**src/rtl/mul_ctrl_pkg.sv**
```systemverilog
// rtl/mul_ctrl_pkg.sv - shared encodings and helpers for the HI/LO multiply sequencer
//
// Purpose : op encodings, sequencer state enum, HI/LO commit modes and op
//           classification helpers used by mul_hilo_ctrl and mul_hilo_acc.
// Ports   : none (package).
// Config  : MUL_ACCUM_EN - when defined, MADD/MADDU/MSUB/MSUBU are legal ops.

package mul_ctrl_pkg;

  localparam int HILO_W = 64;

  localparam logic [2:0] OP_MULT  = 3'b000;
  localparam logic [2:0] OP_MULTU = 3'b001;
  localparam logic [2:0] OP_MADD  = 3'b010;
  localparam logic [2:0] OP_MADDU = 3'b011;
  localparam logic [2:0] OP_MSUB  = 3'b100;
  localparam logic [2:0] OP_MSUBU = 3'b101;

  typedef enum logic [1:0] {
    IDLE = 2'd0,
    MUL  = 2'd1,
    ACC  = 2'd2
  } state_t;

  // How a commit updates {hi,lo}: overwrite, or accumulate +/- operand.
  typedef enum logic [1:0] {
    HL_LOAD = 2'd0,
    HL_ADD  = 2'd1,
    HL_SUB  = 2'd2
  } hl_mode_t;

  function automatic logic op_is_legal(input logic [2:0] op);
`ifdef MUL_ACCUM_EN
    return (op <= OP_MSUBU);
`else
    return (op == OP_MULT) || (op == OP_MULTU);
`endif
  endfunction

  // Only meaningful for legal ops: anything above MULTU accumulates.
  function automatic logic op_is_accum(input logic [2:0] op);
    return (op[2] | op[1]);
  endfunction

  function automatic logic op_is_sub(input logic [2:0] op);
    return (op == OP_MSUB) || (op == OP_MSUBU);
  endfunction

endpackage

```
**src/rtl/mul_hilo_acc.sv**
```systemverilog
// rtl/mul_hilo_acc.sv - HI/LO register pair with MT writes and 64-bit accumulate
//
// Purpose : holds {hi,lo}; a commit overwrites, adds or subtracts a 64-bit
//           operand (mod 2^64); otherwise MTHI/MTLO write the halves.
// Ports   : mul_clk, reset (sync, active-high)
//           mthi_we, mtlo_we, mt_data[31:0]  - MT writes (caller gates to idle)
//           commit, mode, operand[63:0]       - product / accumulate update
//           hi[31:0], lo[31:0]                - register outputs
// Config  : MUL_ACCUM_EN (add/sub modes only exercised when defined).

module mul_hilo_acc
  import mul_ctrl_pkg::*;
(
  input  logic              mul_clk,
  input  logic              reset,
  input  logic              mthi_we,
  input  logic              mtlo_we,
  input  logic [31:0]       mt_data,
  input  logic              commit,
  input  hl_mode_t          mode,
  input  logic [HILO_W-1:0] operand,
  output logic [31:0]       hi,
  output logic [31:0]       lo
);

  logic [HILO_W-1:0] hilo_q;
  logic [HILO_W-1:0] hilo_d;

  always_comb begin
    hilo_d = hilo_q;
    if (commit) begin
      case (mode)
        HL_ADD:  hilo_d = hilo_q + operand;
        HL_SUB:  hilo_d = hilo_q - operand;
        default: hilo_d = operand;
      endcase
    end else begin
      if (mthi_we) hilo_d[63:32] = mt_data;
      if (mtlo_we) hilo_d[31:0]  = mt_data;
    end
  end

  always_ff @(posedge mul_clk) begin
    if (reset) hilo_q <= '0;
    else       hilo_q <= hilo_d;
  end

  assign hi = hilo_q[63:32];
  assign lo = hilo_q[31:0];

endmodule

```
**src/rtl/mul_hilo_ctrl.sv**
```systemverilog
// rtl/mul_hilo_ctrl.sv - EX-stage sequencer for the external pipelined multiplier
//
// Purpose : accepts MULT/MULTU (and MADD*/MSUB* with MUL_ACCUM_EN) through
//           req_valid/req_ready, holds operands for the multiplier, waits out
//           MUL_LATENCY, commits the product to HI/LO and pulses done.
//           Services MTHI/MTLO in idle and kills the in-flight op on flush.
// Ports   : mul_clk, reset (sync, active-high)
//           req_valid/req_ready/req_op[2:0]/req_x/req_y - op handshake
//           flush                                        - kill in-flight op
//           mthi_we/mtlo_we/mt_data                      - HI/LO moves
//           mul_x/mul_y/mul_signed/mul_resetn/mul_result - multiplier link
//           hi/lo, busy, done                            - results and status
// Config  : MUL_ACCUM_EN - adds ACC state, prod register, accumulate ops.

module mul_hilo_ctrl
  import mul_ctrl_pkg::*;
#(
  parameter int MUL_LATENCY = 1
) (
  input  logic        mul_clk,
  input  logic        reset,
  input  logic        req_valid,
  output logic        req_ready,
  input  logic [2:0]  req_op,
  input  logic [31:0] req_x,
  input  logic [31:0] req_y,
  input  logic        flush,
  input  logic        mthi_we,
  input  logic        mtlo_we,
  input  logic [31:0] mt_data,
  output logic [31:0] mul_x,
  output logic [31:0] mul_y,
  output logic        mul_signed,
  output logic        mul_resetn,
  input  logic [63:0] mul_result,
  output logic [31:0] hi,
  output logic [31:0] lo,
  output logic        busy,
  output logic        done
);

  localparam int CNT_W = (MUL_LATENCY > 0) ? $clog2(MUL_LATENCY + 1) : 1;

  state_t            state_q, state_d;
  logic [CNT_W-1:0]  cnt_q, cnt_d;
  logic              done_q, done_d;
  logic              accept;
  logic              hl_commit;
  hl_mode_t          hl_mode;
  logic [HILO_W-1:0] hl_operand;
`ifdef MUL_ACCUM_EN
  logic [2:0]        op_q;
  logic [HILO_W-1:0] prod_q;
  logic              prod_load;
`endif

  assign req_ready  = (state_q == IDLE);
  assign busy       = ~req_ready;
  assign done       = done_q;
  assign mul_resetn = ~reset;
  // Illegal ops still complete the handshake; they simply never leave IDLE.
  assign accept     = req_valid & req_ready & ~flush;

  always_comb begin
    state_d    = state_q;
    cnt_d      = cnt_q;
    done_d     = 1'b0;
    hl_commit  = 1'b0;
    hl_mode    = HL_LOAD;
    hl_operand = mul_result;
`ifdef MUL_ACCUM_EN
    prod_load  = 1'b0;
`endif
    case (state_q)
      IDLE: begin
        if (accept && op_is_legal(req_op)) begin
          state_d = MUL;
          cnt_d   = CNT_W'(MUL_LATENCY);
        end
      end
      MUL: begin
        // Flush takes priority even over a commit in the final MUL cycle.
        if (flush) begin
          state_d = IDLE;
        end else if (cnt_q != '0) begin
          cnt_d = cnt_q - CNT_W'(1);
        end else begin
`ifdef MUL_ACCUM_EN
          if (op_is_accum(op_q)) begin
            prod_load = 1'b1;
            state_d   = ACC;
          end else
`endif
          begin
            hl_commit = 1'b1;
            done_d    = 1'b1;
            state_d   = IDLE;
          end
        end
      end
`ifdef MUL_ACCUM_EN
      ACC: begin
        state_d = IDLE;
        if (!flush) begin
          hl_commit  = 1'b1;
          done_d     = 1'b1;
          hl_operand = prod_q;
          hl_mode    = HL_ADD;
          if (op_is_sub(op_q)) hl_mode = HL_SUB;
        end
      end
`endif
      default: state_d = IDLE;
    endcase
  end

  always_ff @(posedge mul_clk) begin
    if (reset) begin
      state_q    <= IDLE;
      cnt_q      <= '0;
      done_q     <= 1'b0;
      mul_x      <= '0;
      mul_y      <= '0;
      mul_signed <= 1'b0;
`ifdef MUL_ACCUM_EN
      op_q       <= '0;
      prod_q     <= '0;
`endif
    end else begin
      state_q <= state_d;
      cnt_q   <= cnt_d;
      done_q  <= done_d;
      if (accept) begin
        mul_x      <= req_x;
        mul_y      <= req_y;
        mul_signed <= ~req_op[0];
`ifdef MUL_ACCUM_EN
        op_q       <= req_op;
`endif
      end
`ifdef MUL_ACCUM_EN
      if (prod_load) prod_q <= mul_result;
`endif
    end
  end

  // MT moves are only honoured while idle so they cannot race a commit.
  mul_hilo_acc u_hilo (
    .mul_clk (mul_clk),
    .reset   (reset),
    .mthi_we (mthi_we & req_ready),
    .mtlo_we (mtlo_we & req_ready),
    .mt_data (mt_data),
    .commit  (hl_commit),
    .mode    (hl_mode),
    .operand (hl_operand),
    .hi      (hi),
    .lo      (lo)
  );

endmodule

```
**config.mk**
```make
export PLATFORM = sky130hd
export DESIGN_NAME = mul_hilo_ctrl
export DESIGN_NICKNAME = d
export VERILOG_FILES = /design/src/rtl/mul_ctrl_pkg.sv /design/src/rtl/mul_hilo_acc.sv /design/src/rtl/mul_hilo_ctrl.sv
export SDC_FILE = /design/constraint.sdc
export NUM_CORES = 1
export LEC_CHECK = 0
export BUFFER_PORTS_ARGS = -buffer_cell sky130_fd_sc_hd__buf_2
export CAP_MARGIN = 20
export CORE_ASPECT_RATIO = 0.75
export CORE_MARGIN = 2
export CORE_UTILIZATION = 43
export CTS_CLUSTER_SIZE = 14
export DETAILED_ROUTE_END_ITERATION = 10
export PLACE_DENSITY = 0.77
export SKIP_CTS_REPAIR_TIMING = 1
export SLEW_MARGIN = 20
export SYNTH_ARGS = -nofsm -noshare
export SYNTH_HDL_FRONTEND = slang
export SYNTH_SLANG_ARGS = --single-unit
export TNS_END_PERCENT = 20
```
**constraint.sdc**
```tcl
create_clock -name mul_clk -period 1.58 [get_ports mul_clk]
set_input_delay 0 -clock mul_clk [delete_from_list [all_inputs] [get_ports mul_clk]]
set_output_delay 0 -clock mul_clk [all_outputs]
set_load 0.02 [all_outputs]
```
==> results of run 1 <==
[kinds of logic after synthesis]
group                  after synthesis  share of synthesized area [%]
buffers and inverters               60                           6.63
AOI/OAI and AO/OA                  196                           20.9
DFF                                132                           52.0
and+or+nand+nor                    267                           20.4
[flip-flops by register name (all words and copies together), names as in the netlist]
signal         cells
done               1
cnt_q              1
state_q            1
u_hilo.hilo_q     64
mul_signed         1
mul_x             32
mul_y             32
[metal layers]
layer / part of all wire, % / routed length, µm / vias up
met5: 0 / 0 / -
met1: 38 / 7850 / 3037
met4: 4.4 / 925 / 0
met3: 8.2 / 1710 / 98
li1: - / - / 3086
met2: 50 / 10300 / 420
[cell usage in the layout (no fill, tap or decap), types with 2 or more instances in the layout]
cell / Yosys / routed
nor2b_2: 0 / 2
nand2b_1: 2 / 2
clkbuf_16: 0 / 17
clkinv_4: 0 / 3
clkinvlp_4: 0 / 2
nand2_1: 256 / 256
buf_4: 1 / 11
o21ai_0: 20 / 20
buf_2: 14 / 301
inv_6: 0 / 4
dfxtp_1: 132 / 132
bufinv_16: 0 / 3
o21ai_1: 45 / 45
clkinv_2: 0 / 2
a31oi_1: 64 / 64
dlygate4sd3_1: 0 / 164
a21oi_1: 66 / 66
nor2_1: 2 / 2
buf_12: 0 / 6
inv_1: 2 / 2
[final timing paths]
| check | startpoint | to | slack [ns] | cells past startpoint |
|---|---|---|---|---|
| worst min-delay path | reset | u_hilo.hilo_q[54]$_SDFFE_PP0P_ | 0.12 | 5 |
| worst max-delay path | state_q[0]$_SDFFE_PP0P_ | u_hilo.hilo_q[59]$_SDFFE_PP0P_ | 0.11 | 4 |
| worst min register to register | mul_y[11]$_SDFFE_PP0P_ | mul_y[11]$_SDFFE_PP0P_ | 0.45 | 2 |
| worst max register to register | state_q[0]$_SDFFE_PP0P_ | u_hilo.hilo_q[59]$_SDFFE_PP0P_ | 0.11 | 4 |
[worst min-delay path, stage by stage]
cell and delay, ns:
buf_2 0.08, inv_1 0.05, buf_12 0.19, o21ai_0 0.10, a31oi_1 0.04
[report_power, final]
part	internal, mW	switching (mW)
Sequential	3.51	0.0967
Combinational	0.709	0.803
Clock	2.50	1.54
[metrics by stage]
stage | power [mW] | hold slack, ns | instances | worst slack, ns | utilization [%]
2_1_floorplan | 4.28 | 0.0957 | 655 | 0.0318 | -
3_3_place_gp | 4.78 | 0.182 | 1077 | 0.210 | 57.7
3_5_place_dp | 4.80 | 0.200 | 1077 | 0.164 | 57.7
4_1_cts | 8.83 | -0.233 | 1109 | 0.156 | 62.9
5_1_grt | 9.54 | 0.132 | 1273 | -0.0225 | 77.1
6_report | 9.17 | 0.123 | 1273 | 0.110 | 77.1
[area by class of cell]
type | count | area, µm² | area share (%)
Timing Repair Buffer | 482 | 3350 | 37.5
Sequential cell | 132 | 2640 | 29.6
Multi-Input combinational cell | 463 | 2110 | 23.7
Clock buffer | 18 | 429 | 4.81
Tap cell | 162 | 203 | 2.27
Clock inverter | 14 | 176 | 1.98
Inverter | 2 | 7.51 | 0.0841
==> implementation parameters, run 1 <==
Parameter                              Value

Outcome
  Status ... finished clean

Routing
  DRC violations left ... 0
  Total iterations of the first detailed-routing run ... 5
  WL per Instance ... about 16 µm
  Final antenna-violating net count ... 0
  Number of design-rule violations left by the first detailed-router iteration ... between 400 and 500
  Final wirelength ... approximately 21,000 µm
  Drt via density ... approximately 5.2
  Via count ... roughly 6,600

Worst hold path
  Hold Path Class ... in -> reg

Finish
  Number of inserted diodes ... 0
  Post-route cell area ... between 8000 and 9000 µm²
  Final-layout fill cell count ... roughly 750
  Area growth syn-to-layout ... 75.7%
  Ratio of cells with drive above 1 in the final layout ... a little under a third
  Final #Nets ... 1,267

Global routing
  Remaining Overflow, GRT ... 0
  GR peak layer ... met2
  Met1 Track Usage GR ... 31.0%
  First-pass GRT wire length ... 24,700 µm
  Global routing usage summed across all routing layers ... 24.2%
  Met3 demand-to-capacity share in global routing ... 4.99%
  Global routing met2 resource utilization ... 40.1%
  Via count of the first global-routing pass ... ~5,000
  Pin count of the biggest net entering global routing ... between 60 and 70
  Number of antenna violations at the first check in global routing ... 0

Power and ir drop
  Max IR drop VDD ... 0.000789 V
  Leakage power figure ... between 4 and 5 nW
  Total power per unit cell area ... 1030 nW/µm²

Clock network
  Buffer depth of the longest clock path ... 2
  H-tree depth ... 4
  Number of buffers inserted during clock tree synthesis ... 17
  Clock root buffer master ... clkbuf_16
  CTS tree ... done
  Reg clk slew, reported paths ... ~0.06 ns
  Clk sink count ... 132
  Insertion delay of the later-clocked pin in the worst-skew pair ... between 0.4 and 0.5 ns

Worst setup path
  CP bufs+invs ... 1
  Startpoint kind of the worst setup timing path ... register
  Worst setup path class ... reg -> reg
  Crit-path max cell delay ... 0.47 ns
  Arrival time worst endpoint ... 1.74 ns
  Critical path fanouts, max ... 62
  Cells along the critical path ... or3b_4 -> buf_12 -> o21ai_0 -> a31oi_1
  Critical Path RT ... 1.85 ns
  Slowest-stage cell, CP ... or3b_4
  Setup crit end kind ... register
  Gate family responsible for the most delay along the worst path ... simple AND/OR/NAND/NOR gates

Logic synthesis
  Register area share after synthesis ... 52.0%
  Count of synthesis-stage warnings from yosys ... 0
  Number of enable flip-flop cells after synthesis ... 0
  Number of distinct library cells after synthesis ... 19
  Most frequently used flop master after synthesis ... dfxtp_1
  Mapped Nets ... a little over 800
  Top area cells in the synthesized netlist ... dfxtp_1 52%, nand2_1 19%, a31oi_1 7.9%
  Count leader, synth ... nand2_1
  Most frequent cells after synthesis ... 256 x nand2_1, 132 x dfxtp_1, 66 x a21oi_1
  Syn avg cell area ... between 7 and 8 µm²
  Synth area leader ... dfxtp_1
  Yosys top cell area share ... between 50% and 60%
  Mapped Area ... just over 5000 µm²
  Share of synthesized flip-flops with an asynchronous set or reset ... 0%
  Flip-flop and latch count after synthesis ... 132
  Gate count of the mapped netlist ... between 600 and 700

Placement
  HPWL after detailed placement ... around 11,000 µm
  Number of buffers inserted by port buffering ... about 300
  Final RePlAce weighted congestion ... a little under 0.8
  Placed cell area ... about 6700 µm²

Timing
  Fin crit share ... ~93%
  Final critical-path required period ... roughly 1.5 ns
  Fmax achieved ... 680 MHz
  Slew of the pin with the lowest slew margin ... approximately 0.7 ns
  Total count of max-transition violations in the final report ... 0
  Setup TNS Final ... 0 ns
  Fin. Hold Viols ... 0
  Tightest slew margin relative to the limit ... between 50% and 60%
  Worst clock skew ... ~0.012 ns
  Final setup fails ... 0

Floorplanning
  Overall die area ... 12,700 µm²
  Core ar. ... between 10,000 and 15,000 µm²
  Die height ... between 90 and 100 µm
  Number of standard-cell rows in the floorplan ... 34
  Starting density of the core ... 43.9%
  Top-level port count ... 302
  Chip width ... approximately 130 µm

Flow run
  Max-Cap Viols ... 0
Note: power is estimated with default switching activity, not from simulation.
==> run 2: changes to the inputs <==
PLACE_DENSITY = not set   (was 0.77)
PLACE_DENSITY_LB_ADDON = 0.2   (was not set)
==> run 2 against run 1 <==
  * The run now ends with negative hold slack left
  * Largest power group unchanged
  * Sequential power about the same
  * Clock skew fell by 0.0023 ns
  * Via count is 3.6% lower
  * Non-clock buffer count is 1 higher
  * Highest routed layer unchanged
  * Global-route usage up 0.32 points
  * Core utilization about the same
  * Maximum frequency shrank 3.7%
  * Combinational power is essentially flat
  * Sequential share of layout area hardly changed
  * Die area did not move
==> implementation parameters, run 2 (synthesis results as in run 1) <==
Parameter                              Value

Global routing
  Via count of the first global-routing pass ... 5,143 (+3.9%)
  First-pass GRT wire length ... 25,000 µm (+1.3%)
  Number of antenna violations at the first check in global routing ... 0 (unchanged)
  Global routing usage summed across all routing layers ... 24.5% (+0.32 points)
  Pin count of the biggest net entering global routing ... 69 (unchanged)
  Remaining Overflow, GRT ... 0 (unchanged)

Floorplanning
  Top-level port count ... 302 (unchanged)
  Number of standard-cell rows in the floorplan ... 34 (unchanged)
  Overall die area ... 12,700 µm² (unchanged)
  Core ar. ... 11,600 µm² (unchanged)
  Chip width ... 130 µm (unchanged)
  Die height ... 98.1 µm (unchanged)
  Starting density of the core ... 43.9% (unchanged)

Outcome
  Violations in the final reports ... negative hold slack
  Status ... finished with violations

Worst hold path
  Number of cells traversed by the worst hold path ... 3 (-2)
  Hold Path Class ... in -> reg
  Capture endpoint of the worst hold path ... state_q[0]$_SDFFE_PP0P_
  Launch instance of the worst min-delay path ... flush

Clock network
  H-tree depth ... 4 (unchanged)
  Clock root buffer master ... clkbuf_16
  Buffer depth of the longest clock path ... 2 (unchanged)
  Clk sink count ... 132 (unchanged)
  CTS tree ... done
  Reg clk slew, reported paths ... 0.05 ns (about the same)
  Insertion delay of the later-clocked pin in the worst-skew pair ... 0.41 ns (about the same)
  Number of buffers inserted during clock tree synthesis ... 17 (unchanged)

Routing
  Via count ... 6,405 (-3.6%)
  Final antenna-violating net count ... 0 (unchanged)
  Final wirelength ... 19,900 µm (-4.3%)
  Total iterations of the first detailed-routing run ... 5 (unchanged)
  DRC violations left ... 0 (unchanged)
  Drt via density ... 5.03 (-3.6%)
  WL per Instance ... 15.6 µm (-4.3%)
  Number of design-rule violations left by the first detailed-router iteration ... 431 (-5.7%)

Finish
  Leading cell type in the layout, fill and taps excluded ... buf_2
  Largest register FFs ... 64 (unchanged)
  Regs by FF count ... u_hilo.hilo_q (64), mul_x (32), mul_y (32)
  Number of inserted diodes ... 0 (unchanged)
  Final #Nets ... 1,268 (+0.079%)
  Reg area ... 2640 µm² (unchanged)
  Multi-input logic area ... 2110 µm² (unchanged)
  Final-layout fill cell count ... 803 (+7.8%)
  Ratio of cells with drive above 1 in the final layout ... 32.0% (+0.090 points)
  Most flop-heavy register ... u_hilo.hilo_q
  Top library cells by usage in the layout, fill and taps aside ... 301 x buf_2, 256 x nand2_1, 163 x dlygate4sd3_1
  Core utilization of the finished layout ... 77.1% (about the same)
  Area growth syn-to-layout ... 75.6% (about the same)

Timing
  Fin crit share ... 96.6% (+3.6 points)
  Worst-case setup margin in the final layout ... 0.0533 ns (-0.0562 ns)
  Worst clock skew ... 0.0102 ns (-0.00226 ns)
  Total count of max-transition violations in the final report ... 0 (unchanged)
  Fin. Hold Viols ... 1 (+1)
  Slew of the pin with the lowest slew margin ... 0.689 ns (-0.0261 ns)
  Final setup fails ... 0 (unchanged)
  Setup TNS Final ... 0 ns (unchanged)
  Fmax achieved ... 655 MHz (-3.7%)
  Tightest slew margin relative to the limit ... 54.1% (+1.7 points)
  Final critical-path required period ... 1.53 ns (+0.0562 ns)
  Setup repair after global routing missed its margin ... false
  Worst hold slack ... -0.0344 ns (-0.157 ns)

Worst setup path
  Worst setup path class ... reg -> reg
  Worst reg2reg endpoint ... u_hilo.hilo_q[60]$_SDFFE_PP0P_
  Critical path fanouts, max ... 40 (-35%)
  RR Startpoint ... state_q[0]$_SDFFE_PP0P_
  Arrival time worst endpoint ... 1.80 ns (+0.06 ns)
  Critical Path RT ... 1.85 ns (about the same)
  Count of cells along the worst register-to-register path ... 4 (unchanged)
  Worst reg-to-reg setup slack ... 0.05 ns (-0.06 ns)
  Startpoint kind of the worst setup timing path ... register
  Setup crit end kind ... register

Power and ir drop
  Internal power summed over all cells ... 6.74 mW (+0.28%)
  Leakage power figure ... 4.14 nW (+0.11%)
  Clock Power Share ... 44.0% (-0.2 points)
  Net switching share of the total power ... 25.9% (-0.71 points)
  Combinational power share ... 16.4% (about the same)
  Max IR drop VDD ... 0.000741 V (-6.1%)
  Switching power total ... 2.36 mW (-3.3%)
  Total power per unit cell area ... 1020 nW/µm² (-0.67%)
  Share of total power in sequential cells ... 39.6% (+0.3 points)

Placement
  Number of buffers inserted by port buffering ... 301 (unchanged)
  Placement-stage worst setup slack ... 0.135 ns (-0.0290 ns)
  Final RePlAce weighted congestion ... 0.823 (+4.7%)
  HPWL after detailed placement ... 11,000 µm (-0.85%)

Flow run
  Max-Cap Viols ... 0 (unchanged)
## run 2: changes by cell type in the layout (fill, tap and decap cells not counted), sizes merged
cell / change
clkinvlp: -1
buf: +2
dlygate4sd3: -1
clkinv: +2
clkbuf: +1
inv: -3
## run 2: final cells by class
cell class | instances | area share, %
Sequential cell | 132 | 29.6
Clock inverter | 12 | 1.75
Multi-Input combinational cell | 463 | 23.7
Inverter | 2 | 0.0841
Clock buffer | 19 | 4.96
Tap cell | 162 | 2.27
Timing Repair Buffer | 483 | 37.6
## run 2: power by group through the flow
| stage | Combinational, mW | Clock [mW] | Sequential, mW |
|---|---|---|---|
| floorplan | 0.391 | 0 | 3.88 |
| global placement | 1.12 | 0 | 3.66 |
| detailed placement | 1.13 | 0 | 3.66 |
| CTS | 1.14 | 4.06 | 3.59 |
| global route | 1.61 | 4.22 | 3.62 |
| finish | 1.50 | 4.01 | 3.60 |
## run 2: through the flow
| step | instance area, µm² | std cells | power [mW] |
|---|---|---|---|
| global route | 8920 | 1273 | 9.45 |
| detailed placement | 6690 | 1079 | 4.79 |
| finish | 8920 | 1273 | 9.10 |
| global placement | 6690 | 1079 | 4.78 |
| floorplan | 5080 | 655 | 4.28 |
| CTS | 7290 | 1110 | 8.79 |
## run 2: layer usage
metal / track usage [%] / part of all wire, % / up-vias
met3: 5.59 / 7.3 / 65
met1: 31.4 / 38 / 2923
met5: 0 / 0 / -
met2: 40.3 / 51 / 327
li1: - / - / 3090
met4: 9.26 / 3.3 / 0
## run 2: worst max-delay path, cell delays in order, from the launching register on
cell,delay [ns]
dfxtp_1,0.35
or3b_4,0.50
buf_12,0.21
o21ai_0,0.24
a31oi_1,0.08
## run 2: how the worst max path moves through the flow
| stage | start | end | slack (ns) |
|---|---|---|---|
| 2_1_floorplan | state_q[0]$_SDFFE_PP0P_ | u_hilo.hilo_q[45]$_SDFFE_PP0P_ | 0.03 |
| 3_3_place_gp | state_q[0]$_SDFFE_PP0P_ | u_hilo.hilo_q[6]$_SDFFE_PP0P_ | 0.18 |
| 3_5_place_dp | state_q[0]$_SDFFE_PP0P_ | u_hilo.hilo_q[59]$_SDFFE_PP0P_ | 0.14 |
| 4_1_cts | state_q[0]$_SDFFE_PP0P_ | u_hilo.hilo_q[59]$_SDFFE_PP0P_ | 0.14 |
| 5_1_grt | state_q[0]$_SDFFE_PP0P_ | u_hilo.hilo_q[60]$_SDFFE_PP0P_ | 0.0005 |
| 6_report | state_q[0]$_SDFFE_PP0P_ | u_hilo.hilo_q[60]$_SDFFE_PP0P_ | 0.05 |
